==> config.mk <==
export PLATFORM = sky130hd
export DESIGN_NAME = debug_scan_sequencer
export DESIGN_NICKNAME = d
export VERILOG_FILES = /design/src/rtl/debug_scan_sequencer.sv
export SDC_FILE = /design/constraint.sdc
export NUM_CORES = 1
export LEC_CHECK = 0
export CELL_PAD_IN_SITES_DETAIL_PLACEMENT = 1
export CELL_PAD_IN_SITES_GLOBAL_PLACEMENT = 1
export CORE_ASPECT_RATIO = 1.5
export CORE_MARGIN = 10
export CORE_UTILIZATION = 37
export CTS_BUF_LIST = sky130_fd_sc_hd__clkbuf_8
export DETAILED_ROUTE_END_ITERATION = 6
export PLACE_DENSITY = 0.84
export SYNTH_ARGS = -nofsm -noshare
export SYNTH_HDL_FRONTEND = slang
export SYNTH_SLANG_ARGS = --single-unit
==> constraint.sdc <==
create_clock -name clk -period 3.3 [get_ports clk]
set_input_delay 0.66 -clock clk [delete_from_list [all_inputs] [get_ports clk]]
set_output_delay 0.66 -clock clk [all_outputs]
set_load 0.01 [all_outputs]
==> src/rtl/debug_scan_sequencer.sv <==
// debug_scan_sequencer
// Frame-based readout of the SNN debug state. A start request snapshots every
// membrane potential and both spike layers in one cycle. The snapshot is then
// streamed as 8-bit words over a valid/ready port.
//
// Frame layout (idx : word):
//   0 .. NUM_NEURONS-1 : potential of neuron idx, zero-extended to 8 bits
//   NUM_NEURONS        : layer-1 spike vector
//   NUM_NEURONS+1      : layer-2 spike vector
//   NUM_NEURONS+2      : XOR of all preceding words (only with DEBUG_SCAN_CHECKSUM_EN)
//
// Optional feature macro: DEBUG_SCAN_CHECKSUM_EN appends the checksum word.
//
// state     | meaning
// ----------+------------------------------------------------------------
// S_IDLE    | waiting for start; the stream port is quiet
// S_CAPTURE | one cycle; the snapshot registers load on the exit edge
// S_SEND    | presents word[idx]; idx advances on each accepted word
// S_DONE    | one cycle; frame_done pulses, then back to idle

module debug_scan_sequencer #(
    parameter int NUM_NEURONS = 16,
    parameter int POT_BITS    = 6,
    parameter int SPK_BITS    = 8
) (
    input  logic                            clk,
    input  logic                            rst,
    input  logic                            start,
    input  logic [NUM_NEURONS*POT_BITS-1:0] membrane_potentials,
    input  logic [SPK_BITS-1:0]             output_spikes_layer1,
    input  logic [SPK_BITS-1:0]             output_spikes_layer2,
    output logic [7:0]                      out_data,
    output logic                            out_valid,
    input  logic                            out_ready,
    output logic                            out_last,
    output logic                            busy,
    output logic                            frame_done,
    output logic [7:0]                      drop_count
);

`ifdef DEBUG_SCAN_CHECKSUM_EN
    localparam int FRAME_LEN = NUM_NEURONS + 3;
`else
    localparam int FRAME_LEN = NUM_NEURONS + 2;
`endif
    localparam int IDX_W = $clog2(FRAME_LEN);

    localparam logic [IDX_W-1:0] LAST_IDX = IDX_W'(FRAME_LEN - 1);
    localparam logic [IDX_W-1:0] L1_IDX   = IDX_W'(NUM_NEURONS);
    localparam logic [IDX_W-1:0] L2_IDX   = IDX_W'(NUM_NEURONS + 1);

    typedef enum logic [1:0] {
        S_IDLE    = 2'd0,
        S_CAPTURE = 2'd1,
        S_SEND    = 2'd2,
        S_DONE    = 2'd3
    } state_t;

    state_t               state_q, state_d;
    logic [IDX_W-1:0]     idx_q, idx_d;
    logic                 snap_load;
    logic [POT_BITS-1:0]  snap_pot_q [NUM_NEURONS];
    logic [SPK_BITS-1:0]  snap_l1_q;
    logic [SPK_BITS-1:0]  snap_l2_q;
    logic [7:0]           drop_q, drop_d;
    logic [7:0]           word;

    // State and word index registers.
    always_ff @(posedge clk) begin
        if (rst) begin
            state_q <= S_IDLE;
            idx_q   <= '0;
        end else begin
            state_q <= state_d;
            idx_q   <= idx_d;
        end
    end

    // Snapshot registers: loaded once per frame, frozen while streaming.
    always_ff @(posedge clk) begin
        if (rst) begin
            for (int i = 0; i < NUM_NEURONS; i++) begin
                snap_pot_q[i] <= '0;
            end
            snap_l1_q <= '0;
            snap_l2_q <= '0;
        end else if (snap_load) begin
            for (int i = 0; i < NUM_NEURONS; i++) begin
                snap_pot_q[i] <= membrane_potentials[i*POT_BITS +: POT_BITS];
            end
            snap_l1_q <= output_spikes_layer1;
            snap_l2_q <= output_spikes_layer2;
        end
    end

`ifdef DEBUG_SCAN_CHECKSUM_EN
    logic [7:0] csum;

    // Checksum over the snapshot; stable for the whole frame since the snapshot is.
    always_comb begin
        csum = 8'(snap_l1_q) ^ 8'(snap_l2_q);
        for (int i = 0; i < NUM_NEURONS; i++) begin
            csum = csum ^ 8'(snap_pot_q[i]);
        end
    end
`endif

    // Frame word selected by the current index.
    always_comb begin
        word = '0;
        for (int i = 0; i < NUM_NEURONS; i++) begin
            if (idx_q == IDX_W'(i)) begin
                word = 8'(snap_pot_q[i]);
            end
        end
        if (idx_q == L1_IDX) begin
            word = 8'(snap_l1_q);
        end
        if (idx_q == L2_IDX) begin
            word = 8'(snap_l2_q);
        end
`ifdef DEBUG_SCAN_CHECKSUM_EN
        if (idx_q == LAST_IDX) begin
            word = csum;
        end
`endif
    end

    // Next-state logic and stream outputs.
    always_comb begin
        state_d    = state_q;
        idx_d      = idx_q;
        snap_load  = 1'b0;
        out_valid  = 1'b0;
        out_last   = 1'b0;
        out_data   = '0;
        busy       = 1'b1;
        frame_done = 1'b0;

        case (state_q)
            S_IDLE: begin
                busy  = 1'b0;
                idx_d = '0;
                if (start) begin
                    state_d = S_CAPTURE;
                end
            end
            S_CAPTURE: begin
                snap_load = 1'b1;
                idx_d     = '0;
                state_d   = S_SEND;
            end
            S_SEND: begin
                out_valid = 1'b1;
                out_data  = word;
                out_last  = (idx_q == LAST_IDX);
                if (out_ready) begin
                    if (idx_q == LAST_IDX) begin
                        state_d = S_DONE;
                    end else begin
                        idx_d = idx_q + IDX_W'(1);
                    end
                end
            end
            S_DONE: begin
                frame_done = 1'b1;
                state_d    = S_IDLE;
            end
            default: begin
                state_d = S_IDLE;
            end
        endcase
    end

    // Saturating count of start requests that arrive while a frame is in flight.
    always_comb begin
        drop_d = drop_q;
        if (start && (state_q != S_IDLE) && (drop_q != 8'hFF)) begin
            drop_d = drop_q + 8'd1;
        end
    end

    // Drop counter register.
    always_ff @(posedge clk) begin
        if (rst) begin
            drop_q <= '0;
        end else begin
            drop_q <= drop_d;
        end
    end

    assign drop_count = drop_q;

endmodule

=== Word-level counts from Yosys, hierarchy flattened ===
Memory sizes are Yosys's and may differ from the RTL's.
Index checks and enable logic that the tools add are counted.

* Add/sub/neg operators: 2
* Equal/unequal tests: 25
* Mux-type cells: 52
* Bitwise gates (word level): 16
* Reductions and logical operators: 9

{| class="wikitable"
|+ Operator list
! cell !! number
|-
| 8-bit two-way mux || 18
|-
| 6-bit two-way mux || 17
|-
| 5-bit by 4-bit equality test with 1-bit output (second input constant) || 8
|-
| 5-bit by 3-bit equality test with 1-bit output (second input constant) || 4
|-
| 1-bit OR || 16
|-
| 5-bit by 2-bit equality test with 1-bit output (second input constant) || 2
|-
| 5-bit equality test (second input constant) || 2
|-
| 1-bit two-way mux || 10
|-
| 5-bit two-way mux || 2
|-
| 5-bit case mux with 2 select lines || 1
|-
| 8-bit by 1-bit adder with 8-bit output (second input constant) || 1
|-
| 2-bit != test (second input constant) || 4
|-
| 8-bit != test (second input constant) || 1
|-
| 2-bit case mux with 4 select lines || 1
|-
| 2-bit two-way mux || 3
|-
| 3-bit AND reduction || 2
|-
| 5-bit by 1-bit adder with 5-bit output (second input constant) || 1
|-
| 5-bit by 1-bit equality test with 1-bit output (second input constant) || 1
|-
| 5-bit logical NOT || 1
|-
| 2-bit equality test (second input constant) || 2
|-
| 2-bit nonzero test || 2
|-
| 2-bit by 1-bit equality test with 1-bit output (second input constant) || 1
|-
| 1-bit logical AND || 2
|-
| 2-bit logical NOT || 1
|-
| 2-bit OR reduction || 1
|}

* Flip-flop bits (word level): 31
* Memory bits (writable): 96
* Logic and storage cells: 110
* Memories: 1

{| class="wikitable"
|+ Memory list
! name !! depth !! bits a word !! rd ports !! clocked after Yosys merged registers in !! write ports !! line !! source
|-
| snap_pot_q || 16 || 6 || 16 || 0 || 16 || 62 || <nowiki>logic [POT_BITS-1:0] snap_pot_q [NUM_NEURONS];</nowiki>
|}

=== Depth between registers and ports, before layout ===
* Word-level depth: 20
* Gate-level depth with buffers: 11
* Gate-level depth less buffers: 8

=== Least setup slack after synthesis ===
OpenSTA, ideal clock, no wires.

* Path type: register to register
* From: register state_q[1]
* To: memory snap_pot_q[0][0] (enable)
* Setup time: 414 ps
* Arrival time: 2674 ps
* Slack: 212 ps
* Cell stages (with the launch flop): 6
* Period minus slack after synthesis: 3088 ps
* Cells stage by stage: dfxtp_1 inv_1 ha_1 clkbuf_1 clkbuf_1 or2_2

{| class="wikitable"
|+ RTL lines
! item !! line !! source
|-
| start: declaration || 59 || <nowiki>state_t state_q, state_d;</nowiki>
|-
| start signal: assignment || 74 || <nowiki>state_q <= state_d;</nowiki>
|-
| end: declaration || 62 ||
|}

=== Worst setup path after layout ===
* From: register idx_q[0]
* To: output out_data[4]

* Longest elaborated chain between the ends: 20
* Elaborated cells between the ends (all ways): 37
* Those cells by class: 17 x eq/ne; 19 x mux; 1 x reduce/logical

{| class="wikitable"
|+ Ends and longest elaborated chain
! item !! line !! source
|-
| start: declaration || 60 || <nowiki>logic [IDX_W-1:0] idx_q, idx_d;</nowiki>
|-
| start signal: assignment || 75 || <nowiki>idx_q <= idx_d;</nowiki>
|-
| 5-bit logical NOT || 112 || <nowiki>if (idx_q == IDX_W'(i)) begin</nowiki>
|-
| 6-bit two-way mux || 112 ||
|-
| 8-bit two-way mux (15 in a row) || 112 ||
|-
| 8-bit two-way mux || 116 || <nowiki>if (idx_q == L1_IDX) begin</nowiki>
|-
| 8-bit two-way mux * || 119 || <nowiki>if (idx_q == L2_IDX) begin</nowiki>
|-
| 8-bit two-way mux * || 140 || <nowiki>case (state_q)</nowiki>
|-
| end: declaration || 32 || <nowiki>output logic [7:0] out_data,</nowiki>
|}

Mark *: on every way between the ends. The rest lies on a longest branch, timed or not.

==> out/qor.txt <==
=================================================================================
CP Cell Sequence ................................................... ha_2 > or4bb_1 > nand3_1 > nor3_1 > or3_4 > a221oi_4 > o22ai_1 > buf_2
Top fanout value on the critical path ..............................            4
DRC violations left ................................................            0
Count of different cell masters after synthesis ....................           61
Number of buffers inserted by port buffering .......................          135
Largest area contributor in the synthesized netlist ................     edfxtp_1
Number of enable-type register cells in the synthesized netlist ....           96
Relative slew margins ..............................................        0.676
Via count ..........................................................        5,400
Die span in y ......................................................       181 um
Gr usage total .....................................................        0.186
Max-cap viol count .................................................            0
Fraction of layout cells with a size suffix above 1 ................        0.201
Hold_buf cts .......................................................            0
Ratio of final minimum period to clock period ......................        0.996
Cell area after synthesis ..........................................     6420 um2
Slew Viols, Final ..................................................            0
Area growth from synthesis to layout ...............................        42.5%
Core Rows ..........................................................           58
Final critical path time including I/O delays and setup ............      3290 ps
Master of the slowest instance on the critical path ................      or4bb_1
Core Box Area ......................................................   16,900 um2
Max Clock Freq .....................................................      304 MHz
Number of top-level pins ...........................................          136
Worst-case setup slack after placement .............................      -222 ps
Post-Layout Inst Area ..............................................     9150 um2
CTS H-tree lvls ....................................................            4
Async set or reset register ratio after synthesis ..................            0
Source-to-sink clock delay at the later pin of the worst-skew pair .       460 ps
Count of endpoints failing hold in the final timing report .........            0
Worst-case setup margin in the final layout ........................      11.8 ps
Pin count of the biggest net entering global routing ...............           61
Placed Instances ...................................................          985
Drt first pass iters ...............................................            4
Top FF cell, synth .................................................     edfxtp_1
TritonCTS buffer count .............................................           17
Sequential cell area ...............................................     3510 um2
Count leader, synth ................................................     edfxtp_1
CTS tree ...........................................................          yes
Antenna Nets Post-Route ............................................            0
Wire length the detailed router placed on met1 .....................      7990 um
Worst Path Required ................................................      2640 ps
GRT overflow .......................................................            0
Wire length on met2 ................................................    12,100 um
Clock-pin slew on the worst setup and hold paths ...................        70 ps
Power per standard cell area .......................................   558 nW/um2
Worst-margin pin slew ..............................................       486 ps
Number of antenna violations at the first check in global routing ..            0
Worst setup path category .......................................... register to output port
Top cells by area in the synthesized netlist ....................... edfxtp_1 45%, dfxtp_1 9.7%, and2_1 5.8%
Final standard cell count with taps included and fillers excluded ..        1,024
CTS Buffer Depth ...................................................            2
Flip-flop and latch count after synthesis ..........................          127
Overall routed net length ..........................................    21,500 um
Cell depth of the worst hold path ..................................            2
Die span in x ......................................................       128 um
First-pass GRT wire length .........................................    33,800 um
Result of the run .................................................. complete, no violations
First-iteration detailed-routing DRC count .........................          361
Root buf cell ......................................................     clkbuf_8
Total Neg Setup Slack ..............................................         0 ps
Clock sinks ........................................................          127
Syn nets ...........................................................          739
Buffers and inverters on the worst path ............................            1
Combined area of the multi-input logic cells .......................     2920 um2
Most frequent cells after synthesis ................................ 96 x edfxtp_1, 60 x and2_1, 60 x nor2_1
Crit-path max cell delay ...........................................       450 ps
CP Capture Type ....................................................  output port
Final HPWL from detailed placement .................................    16,600 um
Met3 layer wire length in the routed design ........................       968 um
Startpoint kind of the worst setup timing path .....................     register
Full die area ......................................................   23,100 um2
Standard cell area after detailed placement ........................     8390 um2
Final Setup Violations .............................................            0
Fillers ............................................................        1,841
Number of global-route vias before repair ..........................        6,105
Path type of the worst min-delay path .............................. register to register
Static Leak ........................................................   0.00344 uW
Sequential fraction of the synthesis area ..........................        0.546
Worst r2r path cells ...............................................            7
Top metal layer carrying routed signals ............................         met4
Clock Skew .........................................................      12.8 ps
NumNets Final ......................................................          927
Levels on crit path ................................................            8
Routed wire length per instance ....................................      21.0 um
Post-Synthesis Cells ...............................................          613
Effective utilization at floorplan .................................        0.380
Maximum vdd ir drop ................................................   0.000348 V
Yosys warning count ................................................            0
Mean Syn Cell Area .................................................     10.5 um2
Inserted Diodes ....................................................            0
Data arrival, critical path ........................................      2630 ps
Proportion of netlist area held by the largest area contributor ....        0.449
DR vias/cell .......................................................         5.27
Gpl congestion .....................................................        0.899
Setup repair after global routing missed its margin ................         true
Cell family with most CP delay ..................................... simple AND/OR/NAND/NOR gates
=================================================================================
tightest hold or removal path: cells and delay by family, from the launching register on:
family	cells	cell delay [ps]
AND/OR/NAND/NOR	1	80
flip-flops	1	330
multiplexers	1	70
sequential cells by signal, summed over array words and instances (netlist names):
signal and flops:
snap_l1_q 8, snap_pot_q 96, idx_q 5, snap_l2_q 8, drop_count 8, state_q 2
path summary, 6_finish.rpt:
check,from,to,slack [ps]
setup / recovery,idx_q[0],out_data[4],10
hold / removal,snap_l2_q[7],snap_l2_q[7],510
setup reg to reg,state_q[0],idx_q[3],1050
hold reg to reg,snap_l2_q[7],snap_l2_q[7],510
timing repair:
action                                  4_1_cts  5_1_grt
gates resized for setup                      75       20
setup buffers                                 6        1
pin swaps                                    22        8
endpoints found under the setup margin        7        7
cell usage in the layout, fill, tap and decap left out, types with 4 or more instances in the layout:
| master | n |
|---|---|
| nor2_1 | 59 |
| a22oi_1 | 4 |
| inv_1 | 16 |
| o221ai_1 | 5 |
| nand4bb_1 | 5 |
| xor2_1 | 4 |
| nor4b_1 | 4 |
| bufinv_16 | 4 |
| edfxtp_1 | 96 |
| o22ai_1 | 9 |
| o21ai_1 | 6 |
| nor2b_1 | 42 |
| nor3_1 | 4 |
| buf_2 | 6 |
| nand3_1 | 12 |
| o21ai_0 | 16 |
| or3_1 | 4 |
| buf_6 | 7 |
| a221oi_1 | 5 |
| a21oi_2 | 4 |
| buf_4 | 68 |
| dfxtp_1 | 26 |
| clkdlybuf4s50_1 | 127 |
| a211oi_1 | 4 |
| ha_1 | 5 |
| clkbuf_8 | 18 |
| nand2b_1 | 7 |
| a21oi_1 | 44 |
| nand2_1 | 28 |
| nand4_1 | 5 |
| and2_1 | 60 |
| mux2i_1 | 18 |
cell type report:
type	instances	share of cell area
Sequential cell	127	0.384
Multi-Input combinational cell	427	0.320
Timing Repair Buffer	212	0.214
Tap cell	210	0.0287
Clock buffer	18	0.0271
Clock inverter	14	0.0196
Inverter	16	0.00711
where the power goes:
group / switching, uW / internal (uW) / total [uW]
clock network: 632 / 832 / 1460
logic: 682 / 581 / 1260
registers: 194 / 2180 / 2370
total: 1510 / 3590 / 5100
cell families after synthesis:
logic type      after synthesis  synth area share
xor+xnor                      6           0.00819
mux                          18            0.0281
flops                       127             0.546
buf+inv                      59            0.0390
fa+ha+maj                    10            0.0195
simple gates                263             0.231
compound gates              130             0.128
metrics by stage:
| stage | hold WS [ps] | util | total power [uW] |
|---|---|---|---|
| floorplan | 455 | - | 3000 |
| global placement | 476 | 0.496 | 3520 |
| detailed placement | 490 | 0.496 | 3590 |
| CTS | 514 | 0.536 | 5130 |
| global route | 539 | 0.541 | 5350 |
| finish | 509 | 0.541 | 5100 |
layer usage:
metal / vias up / track usage
met1: 2636 / 0.193
met4: 0 / 0.0681
met5: - / 0
li1: 2595 / -
met2: 141 / 0.347
met3: 28 / 0.0472
Power figures use the tool's default switching activity.
